$ cat src/rtl/mips32_pkg.sv
// Shared definitions for the mips32 core and its program loader:
// loader FSM state encoding, program-header field positions and Mem depth.
package mips32_pkg;

  typedef enum logic [2:0] {
    LD_IDLE = 3'd0,
    LD_HDR  = 3'd1,
    LD_DATA = 3'd2,
    LD_CSUM = 3'd3,
    LD_REL  = 3'd4,
    LD_RUN  = 3'd5,
    LD_ERR  = 3'd6
  } ld_state_e;

  // Header word: payload word count lives in the upper half, base address in the low bits.
  localparam int HDR_CNT_MSB = 31;
  localparam int HDR_CNT_LSB = 16;

  // Unified Mem depth in words for the default 10-bit word address.
  localparam int MEM_DEPTH = 1024;

endpackage

$ cat src/rtl/mips32_loader_csum.sv
// Running sum of payload words (mod 2**DATA_W) for the program loader.
// Only instantiated when MIPS_LOADER_CHECKSUM_EN is defined.
module mips32_loader_csum #(
  parameter int DATA_W = 32
) (
  input  logic              clk1,
  input  logic              rst,
  input  logic              clr,
  input  logic              acc,
  input  logic [DATA_W-1:0] data,
  output logic              match
);

  logic [DATA_W-1:0] sum_q;
  logic [DATA_W-1:0] sum_d;

  // Clear at the start of each image, otherwise add every accepted payload word.
  always_comb begin
    sum_d = sum_q;
    if (clr) begin
      sum_d = '0;
    end else if (acc) begin
      sum_d = sum_q + data;
    end
  end

  // Accumulator register.
  always_ff @(posedge clk1) begin
    if (rst) begin
      sum_q <= '0;
    end else begin
      sum_q <= sum_d;
    end
  end

  // The trailing checksum word is compared against the sum of the whole payload.
  assign match = (data == sum_q);

endmodule

$ cat src/rtl/mips32_prog_loader.sv
// Program loader for mips32_core: takes a header/payload stream, writes the payload
// into Mem through a registered write port, then loads PC and releases the core.
// Optional feature: define MIPS_LOADER_CHECKSUM_EN to require a trailing checksum word.
module mips32_prog_loader
  import mips32_pkg::*;
#(
  parameter int ADDR_W = 10,
  parameter int DATA_W = 32
) (
  input  logic              clk1,
  input  logic              rst,
  input  logic              s_valid,
  output logic              s_ready,
  input  logic [DATA_W-1:0] s_data,
  input  logic              reload,
  output logic              mem_we,
  output logic [ADDR_W-1:0] mem_addr,
  output logic [DATA_W-1:0] mem_wdata,
  output logic              core_halt,
  output logic              core_pc_load,
  output logic [31:0]       core_pc_value,
  output logic              done,
  output logic              err
);

  localparam int CNT_W = HDR_CNT_MSB - HDR_CNT_LSB + 1;
  // One extra bit so base + N is checked against the Mem depth without wrapping.
  localparam int CHK_W = CNT_W + 1;
  localparam logic [CHK_W-1:0] DEPTH = CHK_W'(2 ** ADDR_W);

  ld_state_e         state_q, state_d;
  logic [ADDR_W-1:0] base_q, base_d;
  logic [CNT_W-1:0]  n_q, n_d;
  logic [CNT_W-1:0]  cnt_q, cnt_d;
  logic [CNT_W-1:0]  cnt_nxt;
  logic              s_ready_q, s_ready_d;
  logic              mem_we_q, mem_we_d;
  logic [ADDR_W-1:0] mem_addr_q, mem_addr_d;
  logic [DATA_W-1:0] mem_wdata_q, mem_wdata_d;
  logic              core_halt_q, core_halt_d;
  logic              pc_load_q, pc_load_d;
  logic [31:0]       pc_value_q, pc_value_d;
  logic              done_q, done_d;
  logic              err_q, err_d;

  logic              xfer;
  logic [CNT_W-1:0]  hdr_cnt;
  logic [ADDR_W-1:0] hdr_base;
  logic [CHK_W-1:0]  hdr_end;
  logic              hdr_bad;

  assign xfer     = s_valid & s_ready_q;
  assign cnt_nxt  = cnt_q + CNT_W'(1);
  assign hdr_cnt  = s_data[HDR_CNT_MSB:HDR_CNT_LSB];
  assign hdr_base = s_data[ADDR_W-1:0];
  assign hdr_end  = CHK_W'(hdr_base) + CHK_W'(hdr_cnt);
  assign hdr_bad  = (hdr_cnt == '0) || (hdr_end > DEPTH);

`ifdef MIPS_LOADER_CHECKSUM_EN
  logic csum_clr;
  logic csum_acc;
  logic csum_match;

  assign csum_clr = (state_q == LD_IDLE);
  assign csum_acc = (state_q == LD_DATA) && xfer;

  mips32_loader_csum #(
    .DATA_W (DATA_W)
  ) u_csum (
    .clk1  (clk1),
    .rst   (rst),
    .clr   (csum_clr),
    .acc   (csum_acc),
    .data  (s_data),
    .match (csum_match)
  );
`endif

  // Next-state and next-output logic; every output is a decode of the next state so it is registered.
  always_comb begin
    state_d     = state_q;
    base_d      = base_q;
    n_d         = n_q;
    cnt_d       = cnt_q;
    mem_we_d    = 1'b0;
    mem_addr_d  = mem_addr_q;
    mem_wdata_d = mem_wdata_q;
    pc_value_d  = pc_value_q;
    case (state_q)
      LD_IDLE: begin
        state_d = LD_HDR;
        cnt_d   = '0;
      end
      LD_HDR: begin
        if (xfer) begin
          n_d     = hdr_cnt;
          base_d  = hdr_base;
          state_d = hdr_bad ? LD_ERR : LD_DATA;
        end
      end
      LD_DATA: begin
        if (xfer) begin
          mem_we_d    = 1'b1;
          mem_addr_d  = base_q + cnt_q[ADDR_W-1:0];
          mem_wdata_d = s_data;
          cnt_d       = cnt_nxt;
          if (cnt_nxt == n_q) begin
`ifdef MIPS_LOADER_CHECKSUM_EN
            state_d = LD_CSUM;
`else
            state_d = LD_REL;
`endif
          end
        end
      end
`ifdef MIPS_LOADER_CHECKSUM_EN
      LD_CSUM: begin
        if (xfer) begin
          state_d = csum_match ? LD_REL : LD_ERR;
        end
      end
`endif
      LD_REL: begin
        state_d = LD_RUN;
      end
      LD_RUN, LD_ERR: begin
        if (reload) begin
          state_d = LD_IDLE;
        end
      end
      default: begin
        state_d = LD_IDLE;
      end
    endcase

    // The PC value is presented together with the one-cycle load pulse in REL.
    if (state_d == LD_REL) begin
      pc_value_d = 32'(base_q);
    end
    s_ready_d   = state_d inside {LD_HDR, LD_DATA, LD_CSUM};
    core_halt_d = (state_d != LD_RUN);
    pc_load_d   = (state_d == LD_REL);
    done_d      = (state_d == LD_RUN);
    err_d       = (state_d == LD_ERR);
  end

  // Control and output registers; rst aborts any load in progress.
  always_ff @(posedge clk1) begin
    if (rst) begin
      state_q     <= LD_IDLE;
      cnt_q       <= '0;
      s_ready_q   <= 1'b0;
      mem_we_q    <= 1'b0;
      mem_addr_q  <= '0;
      mem_wdata_q <= '0;
      core_halt_q <= 1'b1;
      pc_load_q   <= 1'b0;
      pc_value_q  <= '0;
      done_q      <= 1'b0;
      err_q       <= 1'b0;
    end else begin
      state_q     <= state_d;
      cnt_q       <= cnt_d;
      s_ready_q   <= s_ready_d;
      mem_we_q    <= mem_we_d;
      mem_addr_q  <= mem_addr_d;
      mem_wdata_q <= mem_wdata_d;
      core_halt_q <= core_halt_d;
      pc_load_q   <= pc_load_d;
      pc_value_q  <= pc_value_d;
      done_q      <= done_d;
      err_q       <= err_d;
    end
  end

  // Header fields are only consulted after HDR has latched them, so they carry no reset.
  always_ff @(posedge clk1) begin
    base_q <= base_d;
    n_q    <= n_d;
  end

  assign s_ready       = s_ready_q;
  assign mem_we        = mem_we_q;
  assign mem_addr      = mem_addr_q;
  assign mem_wdata     = mem_wdata_q;
  assign core_halt     = core_halt_q;
  assign core_pc_load  = pc_load_q;
  assign core_pc_value = pc_value_q;
  assign done          = done_q;
  assign err           = err_q;

endmodule

$ cat config.mk
export PLATFORM = sky130hd
export DESIGN_NAME = mips32_prog_loader
export DESIGN_NICKNAME = d
export VERILOG_FILES = /design/src/rtl/mips32_pkg.sv /design/src/rtl/mips32_loader_csum.sv /design/src/rtl/mips32_prog_loader.sv
export SDC_FILE = /design/constraint.sdc
export NUM_CORES = 1
export LEC_CHECK = 0
export ABC_AREA = 1
export CORE_MARGIN = 5
export CORE_UTILIZATION = 50
export CTS_CLUSTER_SIZE = 30
export DETAILED_ROUTE_END_ITERATION = 12
export PLACE_DENSITY = 0.76
export RECOVER_POWER = 100
export SLEW_MARGIN = 0
export SYNTH_ARGS = -nofsm -noshare
export SYNTH_HDL_FRONTEND = slang
export SYNTH_SLANG_ARGS = --single-unit
$ cat constraint.sdc
create_clock -name clk1 -period 2.7 [get_ports clk1]
set_input_delay 0.54 -clock clk1 [delete_from_list [all_inputs] [get_ports clk1]]
set_output_delay 0.54 -clock clk1 [all_outputs]
set_load 0.05 [all_outputs]
-- After elaboration in Yosys (flattened, before gate mapping)
Cells that the tools add are included.
- bits in registers: 103
- latch bits: 0
- memory bits (writable): 0
- ROM bits: 0
- input port bits: 36
- output and inout bits: 80
- logic and storage cells: 52
- memories kept: 0
- add/subtract/negate cells: 3
- multipliers: 0
- divide/modulo/power cells: 0
- $lt $le $gt $ge: 1
- eq/ne operators: 14
- shift operators: 0
- mux-type cells: 9
- bitwise gates (word level): 2
- reduce and logical (&&, ||, !) cells: 10
- operators by type and width (cell ; number):
    one-hot mux 16 bit (2 select lines) ; 1
    equality test 3 bit, second input constant ; 6
    adder 10 x 16 -> 17 bit ; 1
    > comparator 17 x 11 -> 1 bit, second input constant ; 1
    adder 16 x 1 -> 16 bit, second input constant ; 1
    equality test 16 bit ; 1
    logical NOT 16 bit ; 1
    2-to-1 mux 16 bit ; 1
    2-to-1 mux 3 bit ; 5
    one-hot mux 3 bit (5 select lines) ; 1
    adder 10 bit ; 1
    equality test 3 x 2 -> 1 bit, second input constant ; 3
    equality test 3 x 1 -> 1 bit, second input constant ; 2
    AND reduction 2 bit ; 3
    OR reduction 2 bit ; 2
    logical NOT 3 bit ; 1
    inequality test 3 bit, second input constant ; 1
    nonzero test 3 bit ; 1
    inequality test 2 bit, second input constant ; 1
    nonzero test 2 bit ; 1
    AND 1 bit ; 1
    logical OR 1 bit ; 1
    2-to-1 mux 1 bit ; 1
    NOT 1 bit ; 1

-- Longest topological paths before layout
- depth in word-level cells: 8
- mapped depth: 18
- mapped depth without buffers: 18

-- Worst setup path after synthesis
Ideal clock, no wire load.
- path kind: register to register
- from: reg s_ready_q, in the netlist s_ready
- to: reg pc_load_q, in the netlist core_pc_load
- library setup time: 0.062 ns
- arrival time: 2.398 ns
- data required time: 2.638 ns
- path slack: 0.240 ns
- stages on the path, launching flop included: 7
- path buffers: 0
- clock period less this slack: 2.460 ns
- cells stage by stage: dfxtp_1 -> nand2_1 -> nor2_1 -> nand2_1 -> nand2_2 -> nand2_2 -> nor2_2
- cells in the longest elaborated chain, start to end: 4
- elaborated cells between the ends (all ways): 5
- classes of those cells: 1 x eq/ne; 3 x mux; 1 x bitwise
- RTL lines (element ; RTL line ; RTL):
    from (decl) ; mips32_prog_loader.sv:36 ; logic s_ready_q, s_ready_d;
    from (signal assigned) ; mips32_prog_loader.sv:164 ; s_ready_q <= s_ready_d;
    AND 1 bit * ; mips32_prog_loader.sv:52 ; assign xfer = s_valid & s_ready_q;
    2-to-1 mux 3 bit, on equally long branches ; mips32_prog_loader.sv:102, mips32_prog_loader.sv:95 ;
    one-hot mux 3 bit (5 select lines) * ; mips32_prog_loader.sv:89 ; case (state_q)
    equality test 3 bit * ; mips32_prog_loader.sv:142 ; pc_load_d = (state_d == LD_REL);
    to (signal assigned) ; mips32_prog_loader.sv:169 ; pc_load_q <= pc_load_d;
    to (decl) ; mips32_prog_loader.sv:41 ; logic pc_load_q, pc_load_d;
Mark *: on every way between the ends. The rest lies on a longest branch, timed or not.
A chain may end at the register's enable or synchronous reset.

-- Worst setup path after layout
- from: in s_data[4]
- to: reg pc_load_q, in the netlist core_pc_load
- cells in the longest elaborated chain, start to end: 7
- RTL lines (element ; RTL line ; RTL):
    from (decl) ; mips32_prog_loader.sv:14 ; input logic [DATA_W-1:0] s_data,
    adder 10 x 16 -> 17 bit ; mips32_prog_loader.sv:56 ; assign hdr_end = CHK_W'(hdr_base) + CHK_W'(hdr_cnt);
    > comparator 17 x 11 -> 1 bit ; mips32_prog_loader.sv:57 ; assign hdr_bad = (hdr_cnt == '0) || (hdr_end > DEPTH);
    logical OR 1 bit ; mips32_prog_loader.sv:57 ;
    2-to-1 mux 3 bit ; mips32_prog_loader.sv:98 ; state_d = hdr_bad ? LD_ERR : LD_DATA;
    2-to-1 mux 3 bit ; mips32_prog_loader.sv:95 ; if (xfer) begin
    one-hot mux 3 bit (5 select lines) ; mips32_prog_loader.sv:89 ;
    equality test 3 bit ; mips32_prog_loader.sv:142 ;
Every way passes these cells.

==> flow_summary_export.csv <==
group,metric,value,unit
synth,synth_seq_cells,103,
clock_network,cts.repair.resized,0,
power_and_ir_drop,p_int,2.46,mW
synth,yosysWarnings,0,
synth,synth_cell_types,38,
power_and_ir_drop,peakVddDrop,0.313,mV
setup_path,crit_fanout,5,
synth,synthCells,783,
synth,async_flop_share,0,
global_routing,antenna_found_initial,0,
clock_network,postCtsSetupBuffers,0,
timing,min_period,2460,ps
clock_network,cts_hold_buf,0,
layout,area_growth,25.6,%
timing,fmax,406,MHz
die,pin_count,116,
power_and_ir_drop,p_comb_frac,0.162,
timing,max_slew.worst_pin.slew,1240,ps
global_routing,grt_start_max_net_pins,63,
detailed_routing,routedWlPerCell,14.1,µm
status,status,"finished clean",
clock_network,cts_num_sinks,103,
setup_path,slowest_delay,590,ps
placed_design,port_buffers,93,
die,die_h,116,µm
layout,nets,957,
die,core_area,10900,µm²
layout,fin_util,0.649,
placed_design,dpl-instance-area,6830,µm²
power_and_ir_drop,power.total,3.46,mW
setup_path,cp_common_cell,"nand2_1",
setup_path,startpoint_type,"input port",
layout,finalNonFillerCells,1044,
synth,synth_edf_count,26,
setup_path,crit_chain,"dlygate4sd3_1, ha_1, nand2_1, nand2_1, nand2_1, nand2_1, nand2_1, nand3_1, nand2_1, nor2_1, nor2_1, nand2_1, nor2_1, nand2_1, nand2_1, nand2_2, nand2_2, nor2_2",
timing,relSlewSlack,0.176,
setup_path,criticalPathCategory,"input port to flip-flop",
timing,hold_viol,0,
global_routing,grt_pass1_wl,24400,µm
timing,finalSetupViolations,0,
detailed_routing,wl,14700,µm
clock_network,clock_latency,360,ps
detailed_routing,drt-pass1-iter-count,5,
power_and_ir_drop,power.density,489,nW/µm²
timing,fin_skew,8.47,ps
die,fp.dieArea,13500,µm²
clock_network,clk_path_buf_depth,2,
global_routing,grt_pass1_vias,5278,
hold_path,hold_class,"flip-flop to flip-flop",
placed_design,hpwl,11200,µm
synth,syn-mean-instance-area,7.21,µm²
timing,fin_tns_setup,0,ps
global_routing,grt_use_total,0.228,
layout,drive_gt1_frac,0.0785,
synth,ys.flop_type,"dfxtp_1",
power_and_ir_drop,p_clk_frac,0.363,
clock_network,cts_tree,"done",
detailed_routing,routed_via_density,5.08,
power_and_ir_drop,p_seq_frac,0.475,
clock_network,cts-root-buf,"clkbuf_16",
detailed_routing,vias,5306,
die,initial_utilization,0.516,
timing,slew_viol_final,0,
detailed_routing,drc_errors,0,
setup_path,crit_slowest_cell,"dlygate4sd3_1",
setup_path,worst_setup_path_end_kind,"flip-flop",
power_and_ir_drop,switching_share,0.291,
synth,ys_seq_area_frac,0.411,
clock_network,htree_levels,3,
power_and_ir_drop,p_leak,3.26,nW
global_routing,overflow,0,
power_and_ir_drop,p_sw,1.01,mW
clock_network,clk_pin_slew_worst_paths,70,ps
die,die_x,116,µm
flow_run,cap_viol_max_count,0,
layout,antennaDiodeCount,0,
die,rows,38,
clock_network,cts_buffers,9,
synth,netlist_area,5650,µm²
timing,period_share,0.912,
placed_design,globalplace.congestion,0.892,
placed_design,placed_cells,1028,
detailed_routing,drt_iter0_drc,258,
setup_path,cp.required,2950,ps
layout,postLayoutCellArea,7090,µm²
detailed_routing,postRouteAntennaNets,0,
timing,rsz0062_at_grt,"no",
setup_path,crit_arrival,2710,ps
-- cells in the final DEF (no fill, tap or decap), types with 2 or more instances in the layout --
cell and n:
buf_4 29, nand2_1 191, clkbuf_4 2, o21ai_1 9, conb_1 22, nor2_2 6, ha_1 19, edfxtp_1 26
dlygate4sd3_1 71, clkbuf_1 7, nor2_4 3, o211ai_1 2, o21ai_2 2, nor4_1 2, nand4_1 11, nand2_2 6
o21ai_0 46, xor2_1 5, nand3b_1 7, a211oi_1 2, or2_2 2, fa_1 2, nand3_1 45, nand3_2 4
nor3_1 6, xnor2_1 4, dfxtp_1 77, inv_1 97, nor2_1 99, clkdlybuf4s50_1 19, clkbuf_16 9, a21oi_1 55
inv_6 4
-- path summary, 6_finish.rpt --
| kind | from | endpoint | slack, ps | cells past startpoint |
|---|---|---|---|---|
| max | s_data[4] | core_pc_load$_SDFF_PP0_ | 240 | 18 |
| min reg2reg | core_pc_value[8]$_SDFFE_PP0P_ | core_pc_value[8]$_SDFFE_PP0P_ | 450 | 2 |
| min | core_pc_value[8]$_SDFFE_PP0P_ | core_pc_value[8]$_SDFFE_PP0P_ | 450 | 2 |
| max reg2reg | cnt_q[1]$_SDFFE_PP0P_ | core_pc_value[2]$_SDFFE_PP0P_ | 250 | 15 |
-- registers in the layout (all words and copies together) (netlist names) --
register and flops:
mem_wdata 32, core_halt 1, err 1, s_ready 1, state_q 3, core_pc_value 10, cnt_q 16, core_pc_load 1
mem_we 1, done 1, n_q 16, base_q 10, mem_addr 10
-- kinds of logic after synthesis --
family / share of synthesized area
buffers and inverters: 0.114
and+or+nand+nor: 0.289
AOI/OAI and AO/OA: 0.115
adders and majority gates: 0.0514
other: 0.000664
xor gates and xnor gates: 0.0182
DFF: 0.411
-- cell usage after synthesis, types with 4 or more instances --
library cell  number  area (µm²)
nand2_1          191         717
nor2_1            99         372
inv_1             98         368
dfxtp_1           77        1540
a21oi_1           56         280
o21ai_0           47         235
nand3_1           46         230
edfxtp_1          26         781
buf_4             23         173
ha_1              20         250
nand4_1           11        68.8
clkbuf_1           9        33.8
buf_2              8        40.0
o21ai_1            8        40.0
nand3b_1           7        52.6
nand2_2            6        37.5
nor2_2             6        37.5
nor3_1             6        30.0
xor2_1             5        43.8
xnor2_1            4        35.0
-- power by group through the flow --
stage                     clock network [mW]  logic, mW  registers, mW
after global routing                    1.36      0.619           1.65
after CTS                               1.28      0.569           1.64
after detailed placement                   0      0.566           1.68
final                                   1.26      0.561           1.64
after global placement                     0      0.553           1.68
after floorplan                            0      0.338           1.72
-- through the flow --
step	hold slack (ps)	setup slack (ps)
after global routing	480	17.2
after floorplan	455	240
after global placement	435	-171
after detailed placement	439	-324
final	447	236
after CTS	451	40.7
-- cell type report --
cell class,instances,area (µm²)
fill,988,3840
multi-input combinational,559,2780
sequential,103,2320
timing repair buffer,128,1170
inverter,98,368
clock buffer,10,229
tap,140,175
clock inverter,6,50.0
-- worst max-delay path: cells and delay by family --
family | cells | cell delay, ps
buffers and inverters | 1 | 590
AND/OR/NAND/NOR | 16 | 1200
adder cells (fa/ha/maj) | 1 | 400
-- layer usage --
layer / vias up / share of wire / GRT usage
met1: 2413 / 0.43 / 0.281
met5: - / 0 / 0
met3: 30 / 0.059 / 0.0430
met4: 0 / 0.029 / 0.0897
li1: 2705 / - / -
met2: 158 / 0.48 / 0.394
Note: power is estimated with default switching activity, not from simulation.
